--- config.mk ---
export PLATFORM = sky130hd
export DESIGN_NAME = switch_box_config_loader
export DESIGN_NICKNAME = d
export VERILOG_FILES = /design/src/rtl/switch_box_config_loader_pkg.sv /design/src/rtl/switch_box_config_loader.sv
export SDC_FILE = /design/constraint.sdc
export NUM_CORES = 1
export LEC_CHECK = 0
export ABC_AREA = 1
export CORE_MARGIN = 4
export CORE_UTILIZATION = 35
export CTS_CLUSTER_SIZE = 8
export DETAILED_ROUTE_END_ITERATION = 12
export PLACE_DENSITY_LB_ADDON = 0.12
export SYNTH_ARGS = -nofsm -noshare
export SYNTH_HDL_FRONTEND = slang
export SYNTH_SLANG_ARGS = --single-unit
--- constraint.sdc ---
create_clock -name clk -period 2.5 [get_ports clk]
set_clock_uncertainty 0.2 [all_clocks]
set_input_delay 0.5 -clock clk [delete_from_list [all_inputs] [get_ports clk]]
set_output_delay 0.5 -clock clk [all_outputs]
set_load 0.1 [all_outputs]
--- src/rtl/switch_box_config_loader_pkg.sv ---
// sb_cfg_pkg: shared sizing helpers and loader state encoding for switch box configuration
package sb_cfg_pkg;
   typedef enum logic [1:0] {IDLE, LOAD, FULL} sb_cfg_state_e;
   function automatic int sb_cfg_width(input int ws, input int wd);
      return ws*6 + wd/2*6;
   endfunction
   function automatic int sb_cfg_words(input int width, input int dw);
      return (width + dw - 1) / dw;
   endfunction
endpackage

--- src/rtl/switch_box_config_loader.sv ---
// switch_box_config_loader: streams config words into a shadow image and commits it atomically to c
module switch_box_config_loader
   import sb_cfg_pkg::*;
#(
   parameter int WS = 8,
   parameter int WD = 8,
   parameter int DW = 8,
   localparam int CFG_W = sb_cfg_width(WS, WD),
   localparam int NWORDS = sb_cfg_words(CFG_W, DW)
) (
   input  logic             clk,
   input  logic             rst,
   input  logic             cfg_start,
   input  logic             cfg_valid,
   output logic             cfg_ready,
   input  logic [DW-1:0]    cfg_data,
   input  logic             cfg_commit,
   output logic [CFG_W-1:0] c,
   output logic             loaded,
   output logic             err
);
   localparam int CW = $clog2(NWORDS + 1);
   localparam int SW = NWORDS * DW;
   sb_cfg_state_e state, state_n;
   logic [CW-1:0] cnt;
   logic [SW-1:0] shadow;
   logic accept, commit_ok, err_set;
   // next state and handshake decode; cfg_start overrides any word or commit in the same cycle
   always_comb begin
      state_n = state;
      accept = 1'b0;
      commit_ok = 1'b0;
      err_set = 1'b0;
      cfg_ready = state == LOAD;
      loaded = state == FULL;
      if (cfg_start) state_n = LOAD;
      else begin
         accept = cfg_valid && state == LOAD;
         commit_ok = cfg_commit && state == FULL;
         err_set = (cfg_valid && state != LOAD) || (cfg_commit && state != FULL);
         if (accept && cnt == CW'(NWORDS - 1)) state_n = FULL;
         if (commit_ok) state_n = IDLE;
      end
   end
   // state, word counter, shadow image, active image and sticky error
   always_ff @(posedge clk) begin
      if (rst) begin
         state <= IDLE;
         cnt <= '0;
         shadow <= '0;
         c <= '0;
         err <= 1'b0;
      end else begin
         state <= state_n;
         if (cfg_start) begin
            cnt <= '0;
            err <= 1'b0;
         end else begin
            if (accept) begin
               shadow[DW*cnt +: DW] <= cfg_data;
               cnt <= cnt + 1'b1;
            end
            if (commit_ok) c <= shadow[CFG_W-1:0];
            if (err_set) err <= 1'b1;
         end
      end
   end
endmodule
Word level (Yosys, flattened, before mapping)
Cells that the tools add are included.

Output and inout bits: 75. Logic and storage cells: 34. Input bits: 13. Register bits after elaboration: 151.

Multiplexer cells: 7. Eq/ne operators: 5. Shifts and indexed selects: 2. Add/sub/neg operators: 2. Reductions and logical operators: 11. Bitwise gates (word level): 1.

Operators by type and width (number): 72-bit bitwise mux (1); 8-bit by 34-bit variable shift with 72-bit output, first input constant (1); 8-bit by 34-bit variable part select with 72-bit output (1); 7-bit negator with 34-bit output (1); 1-bit two-way mux (6); 1-bit logical AND (5); 4-bit by 1-bit adder with 4-bit output, second input constant (1); 4-bit equality test, second input constant (1); 2-bit AND reduction (2); 3-bit nonzero test (1); 3-bit OR reduction (1); 2-bit by 1-bit equality test with 1-bit output, second input constant (1); 2-bit equality test, second input constant (1); 2-bit by 1-bit inequality test with 1-bit output, second input constant (1); 2-bit inequality test, second input constant (1); 2-bit OR reduction (1); 1-bit logical OR (1); 1-bit NOT (1).

Depth between registers and ports, before layout
Gate-level depths: netlist of the first run.

Word-level depth: 6. Depth in mapped cells: 13. Mapped depth without buffers: 11.

Least setup slack after synthesis of the first run
OpenSTA, ideal clock, no wires.

Kind: register to register. Start: register state[1]. End: register c[0]. Clock period less this slack: 2.927 ns. Setup time: 0.118 ns. Arrival: 2.609 ns. Setup slack: -0.427 ns. Required time: 2.182 ns. Cell stages (with the launch flop): 9. Path buffers: 1. Cell sequence: dfxtp_1 -> inv_2 -> nor2_1 -> nand2_1 -> nor2_2 -> inv_2 -> buf_2 -> nor2_1 -> nor2_1.

Longest elaborated chain between the ends: 4.

Ends and longest elaborated chain: from (decl) (line switch_box_config_loader.sv:24) `sb_cfg_state_e state, state_n;`; from (signal assigned) (line switch_box_config_loader.sv:54) `state <= state_n;`; 2-bit equality test; net loaded (line switch_box_config_loader.sv:19) `output logic loaded,`; 1-bit logical AND (line switch_box_config_loader.sv:39) `commit_ok = cfg_commit && state == FULL;`; 1-bit two-way mux (line switch_box_config_loader.sv:36) `if (cfg_start) state_n = LOAD;`; 2-bit AND reduction (no source line); to (signal assigned) (line switch_box_config_loader.sv:63) `if (commit_ok) c <= shadow[CFG_W-1:0];`; to (decl) (line switch_box_config_loader.sv:18) `output logic [CFG_W-1:0] c,`.

The timed path passes the listed nets, and every way through them passes these cells. A chain may end at the register's enable or synchronous reset.

Final worst setup path of the first run
Start: register cnt[1]. End: register shadow[71].

Longest elaborated chain between the ends: 3. Elaborated cells on any way between the ends: 4. Classes of those cells: add/sub: 1; shift: 2; mux: 1.

Ends and longest elaborated chain: from (decl) (line switch_box_config_loader.sv:25) `logic [CW-1:0] cnt;`; from (signal assigned) (line switch_box_config_loader.sv:61) `cnt <= cnt + 1'b1;`; 7-bit negator with 34-bit output (*) (line switch_box_config_loader.sv:60) `shadow[DW*cnt +: DW] <= cfg_data;`; 8-bit by 34-bit variable part select with 72-bit output or 8-bit by 34-bit variable shift with 72-bit output (tied branches) (line switch_box_config_loader.sv:60); 72-bit bitwise mux (*) (line switch_box_config_loader.sv:60); to (signal, indexed assignment) (line switch_box_config_loader.sv:60); to (decl) (line switch_box_config_loader.sv:26) `logic [SW-1:0] shadow;`.

Every way passes the cells marked *; elsewhere a longest branch is shown, timed or not.

==> results.txt, run 1 <==
----------------------------------------------------
[Timing]
  Number of hold violations in the final report ... 0
  Slew of the pin with the lowest slew margin ... 396 ps
  Maximum achievable frequency ... 433 MHz
  Clock period minus final worst setup slack ... 2310 ps
  RSZ-0062 raised after global routing ... false
  Final setup violating endpoints ... 0
  Setup TNS ... 0 ps
  Tightest hold margin ... 279 ps
  Worst slew slack as a fraction of its limit ... 73.5%
  Final-report max-slew violation count ... 0
  Final Cycle Share ... 92.5%

[Worst setup path]
  R2R depth ... 11
  Cell Chain, Critical Path ... inv_1 > ha_1 > inv_2 > nand2_1 > nand2_4 > nand2_2 > clkinv_2 > nand3_4 > nor2_4 > nor2_1 > nor2_1
  Startpoint of the most critical register-to-register path ... cnt[1]
  Start point of the critical path ... cnt[1]
  CP Max Fanout ... 13
  Delay contributed by the slowest stage of the critical path ... 450 ps
  Required time worst endpoint ... 2670 ps
  Worst Setup Start Kind ... flip-flop
  Type of element capturing the critical path ... flip-flop
  Most used cell, CP ... sky130_fd_sc_hd__nor2_1
  Path type of the worst setup path ... flip-flop to flip-flop
  Master of the slowest instance on the critical path ... sky130_fd_sc_hd__dfxtp_1
  Setup slack on the worst flop-to-flop path ... 190 ps
  Capture point of the worst path ... shadow[71]
  Capturing point of the worst reg2reg path ... shadow[71]
  CP arrival ... 2480 ps

[Clocking]
  Number of buffers inserted by hold repair at cts ... 0
  Post-cts resize count ... 0
  Maximum clock path buffer count ... 2
  Setup fix buffers added after clock tree synthesis ... 0
  Clk sinks ... 151
  Clock-pin slew on the worst setup and hold paths ... 60 ps
  CTS buffer count ... 17
  Clock insertion delay at the later pin of the skew report ... 430 ps
  Root buffer selected by CTS ... sky130_fd_sc_hd__clkbuf_16
  TritonCTS clock tree ... yes
  Maximum level of the CTS H-tree ... 4

[Pwr]
  Maximum vdd ir drop ... 0.479 mV
  Pwr Density ... 651 nW/µm²
  LEAKAGE ... 3.56 nW

[Synthesis]
  Number of distinct library cells after synthesis ... 30
  Number of register bits inferred by synthesis ... 151
  Synthesis Warnings ... 0
  Proportion of register bits with asynchronous set or reset after synthesis ... 0%
  Number of instances in the synthesized netlist ... 860
  Net count after synthesis ... 878
  Area share of the leading cell type in the synthesized netlist ... 48.0%
  Synth Area per Inst ... 7.32 µm²
  Count of flip-flops with a built-in enable after synthesis ... 0
  Largest area contributor in the synthesized netlist ... sky130_fd_sc_hd__dfxtp_1
  Biggest area contributors in the synthesized netlist ... sky130_fd_sc_hd__dfxtp_1 48%, sky130_fd_sc_hd__nor2_1 17%, sky130_fd_sc_hd__o21ai_0 8.0%
  Cell Area, Synth ... 6290 µm²
  Main synth FF type ... sky130_fd_sc_hd__dfxtp_1
  Part of the Yosys area used for sequential elements ... 48.0%

[Die]
  Core Footprint ... 17500 µm²
  Boundary Pins ... 88
  Overall die height ... 142 µm
  Chip width ... 142 µm
  Number of placement rows ... 48
  Area enclosed by the die boundary ... 20200 µm²
  Initial core utilization ... 36.0%

[Route]
  Number of nets still failing antenna checks after routing ... 0
  Final wirelength ... 16100 µm
  DRC errors left ... 0
  First-pass iteration count of the detailed router ... 5
  Detail-routed net length per standard cell ... 13.6 µm
  Total via count after detailed routing ... 5427
  Drt initial violations ... 306
  Average via count per standard cell ... 4.60

[Finish]
  Inserted Diodes ... 0
  Syn-to-layout area delta ... 24.1%
  Most frequent cells in the layout ... 287 x sky130_fd_sc_hd__nor2_1, 151 x sky130_fd_sc_hd__dfxtp_1, 103 x sky130_fd_sc_hd__nand2_1, 100 x sky130_fd_sc_hd__o21ai_0, 92 x sky130_fd_sc_hd__buf_4
  Share of post-route cells with drive strength above 1 ... 17.8%
  FF/Latch Area ... 3020 µm²
  Filler cells ... 1848
  Area used by multi-input combinational logic ... 2920 µm²
  Util after Layout ... 44.7%
  Final net count ... 960
  Leading cell type in the layout, fill and taps excluded ... sky130_fd_sc_hd__nor2_1

[Placement]
  Port buffer count ... 87
  Global placer's final weighted congestion ... 0.827
  Detailed placement HPWL ... 11200 µm

[Min path]
  Tightest Hold Check Type ... flip-flop to flip-flop

[GRT]
  Largest net degree at the start of global routing ... 70
  Antenna violations before repair ... 0
  Aggregate global-route resource usage ... 16.7%
  Total congestion overflow ... 0
  Wire length of the first global-routing pass ... 27300 µm
  Vias in the first global route ... 5323

[Flow run]
  Max Cap Viol ... 0

[Run status]
  Result of the run ... complete, no violations

----------------------------------------------------
## routing by layer
| layer | routed length, µm | vias up | global-route usage (%) |
|---|---|---|---|
| met5 | 0 | - | 0 |
| met4 | 211 | 0 | 5.61 |
| met3 | 739 | 12 | 3.73 |
| met2 | 6800 | 106 | 24.7 |
| met1 | 8310 | 2375 | 24.1 |
| li1 | - | 2934 | - |
## synthesized netlist by cell type (3+ instances only)
cell                       count
sky130_fd_sc_hd__nand4_1      13
sky130_fd_sc_hd__clkbuf_1     23
sky130_fd_sc_hd__nor3_1        9
sky130_fd_sc_hd__buf_6         5
sky130_fd_sc_hd__buf_2        13
sky130_fd_sc_hd__nand3_1      51
sky130_fd_sc_hd__nand2_2       4
sky130_fd_sc_hd__nand2_1     103
sky130_fd_sc_hd__nor2_1      288
sky130_fd_sc_hd__o21ai_0     100
sky130_fd_sc_hd__inv_1        19
sky130_fd_sc_hd__ha_1          5
sky130_fd_sc_hd__buf_1         3
sky130_fd_sc_hd__nor2_4        5
sky130_fd_sc_hd__o21ai_1      10
sky130_fd_sc_hd__nor2_8        4
sky130_fd_sc_hd__inv_2        11
sky130_fd_sc_hd__dfxtp_1     151
sky130_fd_sc_hd__nor2_2        7
sky130_fd_sc_hd__a21oi_1      23
## worst max-delay path, delay by kind of cell (launching register included)
family	cells	cell delay, ps
and+or+nand+nor	7	1010
DFF	1	450
adders and majority gates	1	300
buffers and inverters	3	280
## registers in the layout, summed over array words and instances, names as in the netlist
name and cells:
c 72, shadow 72, cnt 4, state 2
err 1
## worst min-delay path by stage
stage            endpoint  slack (ps)        from  cells past startpoint
3_3_place_gp          err         260         err                      2
5_1_grt        shadow[50]         310  shadow[50]                      2
6_report              err         280         err                      2
3_5_place_dp          err         270         err                      2
2_1_floorplan       c[56]         250  shadow[56]                      2
4_1_cts               err         280         err                      2
## layout make-up
type                       count  share of cell area, %
clock buffer                  19                   5.67
clock inverter                12                   1.36
inverter                      33                   1.63
multi-input combinational    630                   37.3
sequential                   151                   38.7
tap                          225                   3.61
timing repair buffer         109                   11.7
## where the power goes
| part | leakage [nW] | internal (mW) | switching (mW) | total [mW] |
|---|---|---|---|---|
| clock network | 0.261 | 1.38 | 1.02 | 2.40 |
| registers | 1.22 | 2.41 | 0.00721 | 2.42 |
| logic | 2.09 | 0.0847 | 0.176 | 0.260 |
| total | 3.56 | 3.88 | 1.20 | 5.08 |
## kinds of logic after synthesis
family	Yosys count	synth area share, %
simple gates	492	34.6
flops	151	48.0
compound gates	133	10.6
buf+inv	79	5.75
fa+ha+maj	5	0.994
## through the flow
step                      instances  instance area [µm²]  total power [mW]  setup slack, ps
after detailed placement       1148                 7260              2.74             68.2
after global routing           1179                 7810              5.28             12.8
after floorplan                 860                 6290              2.65             68.0
after CTS                      1179                 7810              5.16              180
final                          1179                 7810              5.08              188
after global placement         1148                 7260              2.74              122
(Power assumes the default switching activity.)
==> run 2: changes to the inputs <==
--- a/config.mk
+++ b/config.mk
@@ -10,7 +10,7 @@
 export CORE_UTILIZATION = 35
 export CTS_CLUSTER_SIZE = 8
 export DETAILED_ROUTE_END_ITERATION = 12
-export PLACE_DENSITY_LB_ADDON = 0.12
+export PLACE_DENSITY = 0.59
 export SYNTH_ARGS = -nofsm -noshare
 export SYNTH_HDL_FRONTEND = slang
 export SYNTH_SLANG_ARGS = --single-unit
==> run 2 against run 1 <==
Net effect: setup slack better by 59 ps; critical path depth unchanged; wire length down 2.1%; via count up 0.52%; non-clock buffer count unchanged; final cell count about the same; hold slack better by 4.1 ps.
==> results.txt, run 2 (synthesis results as in run 1) <==
----------------------------------------------------
[Run status]
  Result of the run ... complete, no violations

[Clocking]
  Clk sinks ... 151
  Root buffer selected by CTS ... sky130_fd_sc_hd__clkbuf_16
  Post-cts resize count ... 0
  Setup fix buffers added after clock tree synthesis ... 0
  Clock insertion delay at the later pin of the skew report ... 430 ps
  TritonCTS clock tree ... yes
  Maximum level of the CTS H-tree ... 4
  Number of buffers inserted by hold repair at cts ... 0
  Clock-pin slew on the worst setup and hold paths ... 70 ps
  CTS buffer count ... 17
  Maximum clock path buffer count ... 2

[Die]
  Chip width ... 142 µm
  Boundary Pins ... 88
  Number of placement rows ... 48
  Overall die height ... 142 µm
  Area enclosed by the die boundary ... 20200 µm²
  Core Footprint ... 17500 µm²
  Initial core utilization ... 36.0%

[Timing]
  Worst slew slack as a fraction of its limit ... 69.1%
  RSZ-0062 raised after global routing ... false
  Final worst-path setup slack ... 247 ps
  Final setup violating endpoints ... 0
  Number of hold violations in the final report ... 0
  Maximum achievable frequency ... 444 MHz
  Clock period minus final worst setup slack ... 2250 ps
  Slew of the pin with the lowest slew margin ... 464 ps
  Final-report max-slew violation count ... 0
  Final Cycle Share ... 90.1%
  Setup TNS ... 0 ps

[GRT]
  Aggregate global-route resource usage ... 15.9%
  Total congestion overflow ... 0
  Wire length of the first global-routing pass ... 26200 µm
  Vias in the first global route ... 5279
  Largest net degree at the start of global routing ... 117
  Antenna violations before repair ... 0

[Min path]
  Terminating pin of the worst hold path ... err
  Worst Hold Depth ... 2
  Tightest Hold Check Type ... flip-flop to flip-flop
  Worst min-delay path startpoint ... err

[Flow run]
  Max Cap Viol ... 0

[Route]
  Total via count after detailed routing ... 5455
  Final wirelength ... 15700 µm
  Detailed-route wire length on metal 1 ... 8100 µm
  Average via count per standard cell ... 4.62
  Met3 wire length ... 670 µm
  Drt initial violations ... 280
  Number of nets still failing antenna checks after routing ... 0
  DRC errors left ... 0
  Detail-routed net length per standard cell ... 13.3 µm
  First-pass iteration count of the detailed router ... 5
  Wire length on met2 ... 6840 µm
  Top layer used by detailed routing ... met4

[Worst setup path]
  Required time worst endpoint ... 2670 ps
  Worst Setup Start Kind ... flip-flop
  CP Max Fanout ... 13
  Cell Chain, Critical Path ... inv_1 > ha_1 > inv_2 > nand2_1 > nand2_4 > nand2_2 > clkinv_2 > nand3_4 > nor2_4 > nor2_1 > nor2_1
  Path type of the worst setup path ... flip-flop to flip-flop
  Most used cell, CP ... sky130_fd_sc_hd__nor2_1
  Delay contributed by the slowest stage of the critical path ... 430 ps
  Startpoint of the most critical register-to-register path ... cnt[0]
  Master of the slowest instance on the critical path ... sky130_fd_sc_hd__dfxtp_1
  Setup slack on the worst flop-to-flop path ... 250 ps
  Kind of cell adding the most delay to the critical path ... simple AND/OR/NAND/NOR gates
  R2R depth ... 11
  Start point of the critical path ... cnt[0]
  Sum of buffers and inverters on the critical path ... 3
  Capturing point of the worst reg2reg path ... shadow[48]
  Type of element capturing the critical path ... flip-flop
  CP arrival ... 2420 ps

[Finish]
  Inserted Diodes ... 0
  Filler cells ... 1786
  Most frequent cells in the layout ... 287 x sky130_fd_sc_hd__nor2_1, 151 x sky130_fd_sc_hd__dfxtp_1, 103 x sky130_fd_sc_hd__nand2_1, 100 x sky130_fd_sc_hd__o21ai_0, 92 x sky130_fd_sc_hd__buf_4
  Syn-to-layout area delta ... 24.5%
  Largest registers in the final layout ... c: 72 flops, shadow: 72 flops, cnt: 4 flops
  Share of post-route cells with drive strength above 1 ... 17.7%
  Leading cell type in the layout, fill and taps excluded ... sky130_fd_sc_hd__nor2_1
  Final net count ... 960

[Placement]
  Port buffer count ... 87
  Global placer's final weighted congestion ... 0.865
  Detailed placement HPWL ... 10800 µm
  Pre-CTS setup slack ... 100 ps

[Pwr]
  LEAKAGE ... 3.57 nW
  Maximum vdd ir drop ... 0.448 mV
  Total power of the final layout ... 5.18 mW
  Pwr Density ... 661 nW/µm²

----------------------------------------------------
run 2: cell count changes in the layout (fill, tap and decap cells not counted):
cell	change
sky130_fd_sc_hd__clkinv_2	-2
sky130_fd_sc_hd__inv_6	+1
sky130_fd_sc_hd__clkinv_4	-2
sky130_fd_sc_hd__clkinvlp_4	+1
sky130_fd_sc_hd__clkbuf_1	+2
sky130_fd_sc_hd__bufinv_16	+1
run 2: metal layers:
metal	vias to the layer above	GRT usage, %
met1	2419	23.0
met5	-	0
met4	0	5.56
met2	94	23.2
met3	8	3.56
li1	2934	-
run 2: worst reg2reg max path: stages (launching register included):
cell and delay (ps):
sky130_fd_sc_hd__dfxtp_1 430, sky130_fd_sc_hd__inv_1 100, sky130_fd_sc_hd__ha_1 310, sky130_fd_sc_hd__inv_2 70
sky130_fd_sc_hd__nand2_1 70, sky130_fd_sc_hd__nand2_4 230, sky130_fd_sc_hd__nand2_2 170, sky130_fd_sc_hd__clkinv_2 100
sky130_fd_sc_hd__nand3_4 90, sky130_fd_sc_hd__nor2_4 240, sky130_fd_sc_hd__nor2_1 70, sky130_fd_sc_hd__nor2_1 110
run 2: worst max-delay path by stage:
stage,to,slack [ps],cells after the start
after detailed placement,shadow[57],100,8
after floorplan,cfg_ready,70,2
after global placement,shadow[57],80,8
after global routing,shadow[42],50,10
after CTS,shadow[48],220,11
final,shadow[48],250,11
run 2: report_power, final:
| part | internal, mW | switching [mW] | leakage, nW |
|---|---|---|---|
| Combinational | 0.0850 | 0.175 | 2.09 |
| Sequential | 2.41 | 0.00715 | 1.22 |
| Clock | 1.49 | 1.00 | 0.266 |
run 2: final cells by class:
| class | count | area (µm²) | area share (%) |
|---|---|---|---|
| Sequential cell | 151 | 3020 | 38.6 |
| Multi-Input combinational cell | 630 | 2920 | 37.2 |
| Timing Repair Buffer | 109 | 911 | 11.6 |
| Clock buffer | 21 | 450 | 5.75 |
| Tap cell | 225 | 282 | 3.59 |
| Inverter | 33 | 128 | 1.63 |
| Clock inverter | 11 | 125 | 1.60 |
run 2: per-stage QoR:
stage | utilization (%) | cell area [µm²] | std cells | hold slack [ps]
global placement | 41.4 | 7240 | 1147 | 264
floorplan | - | 6290 | 860 | 250
finish | 44.8 | 7830 | 1180 | 283
CTS | 44.7 | 7810 | 1179 | 287
global route | 44.8 | 7830 | 1180 | 299
detailed placement | 41.4 | 7240 | 1147 | 269
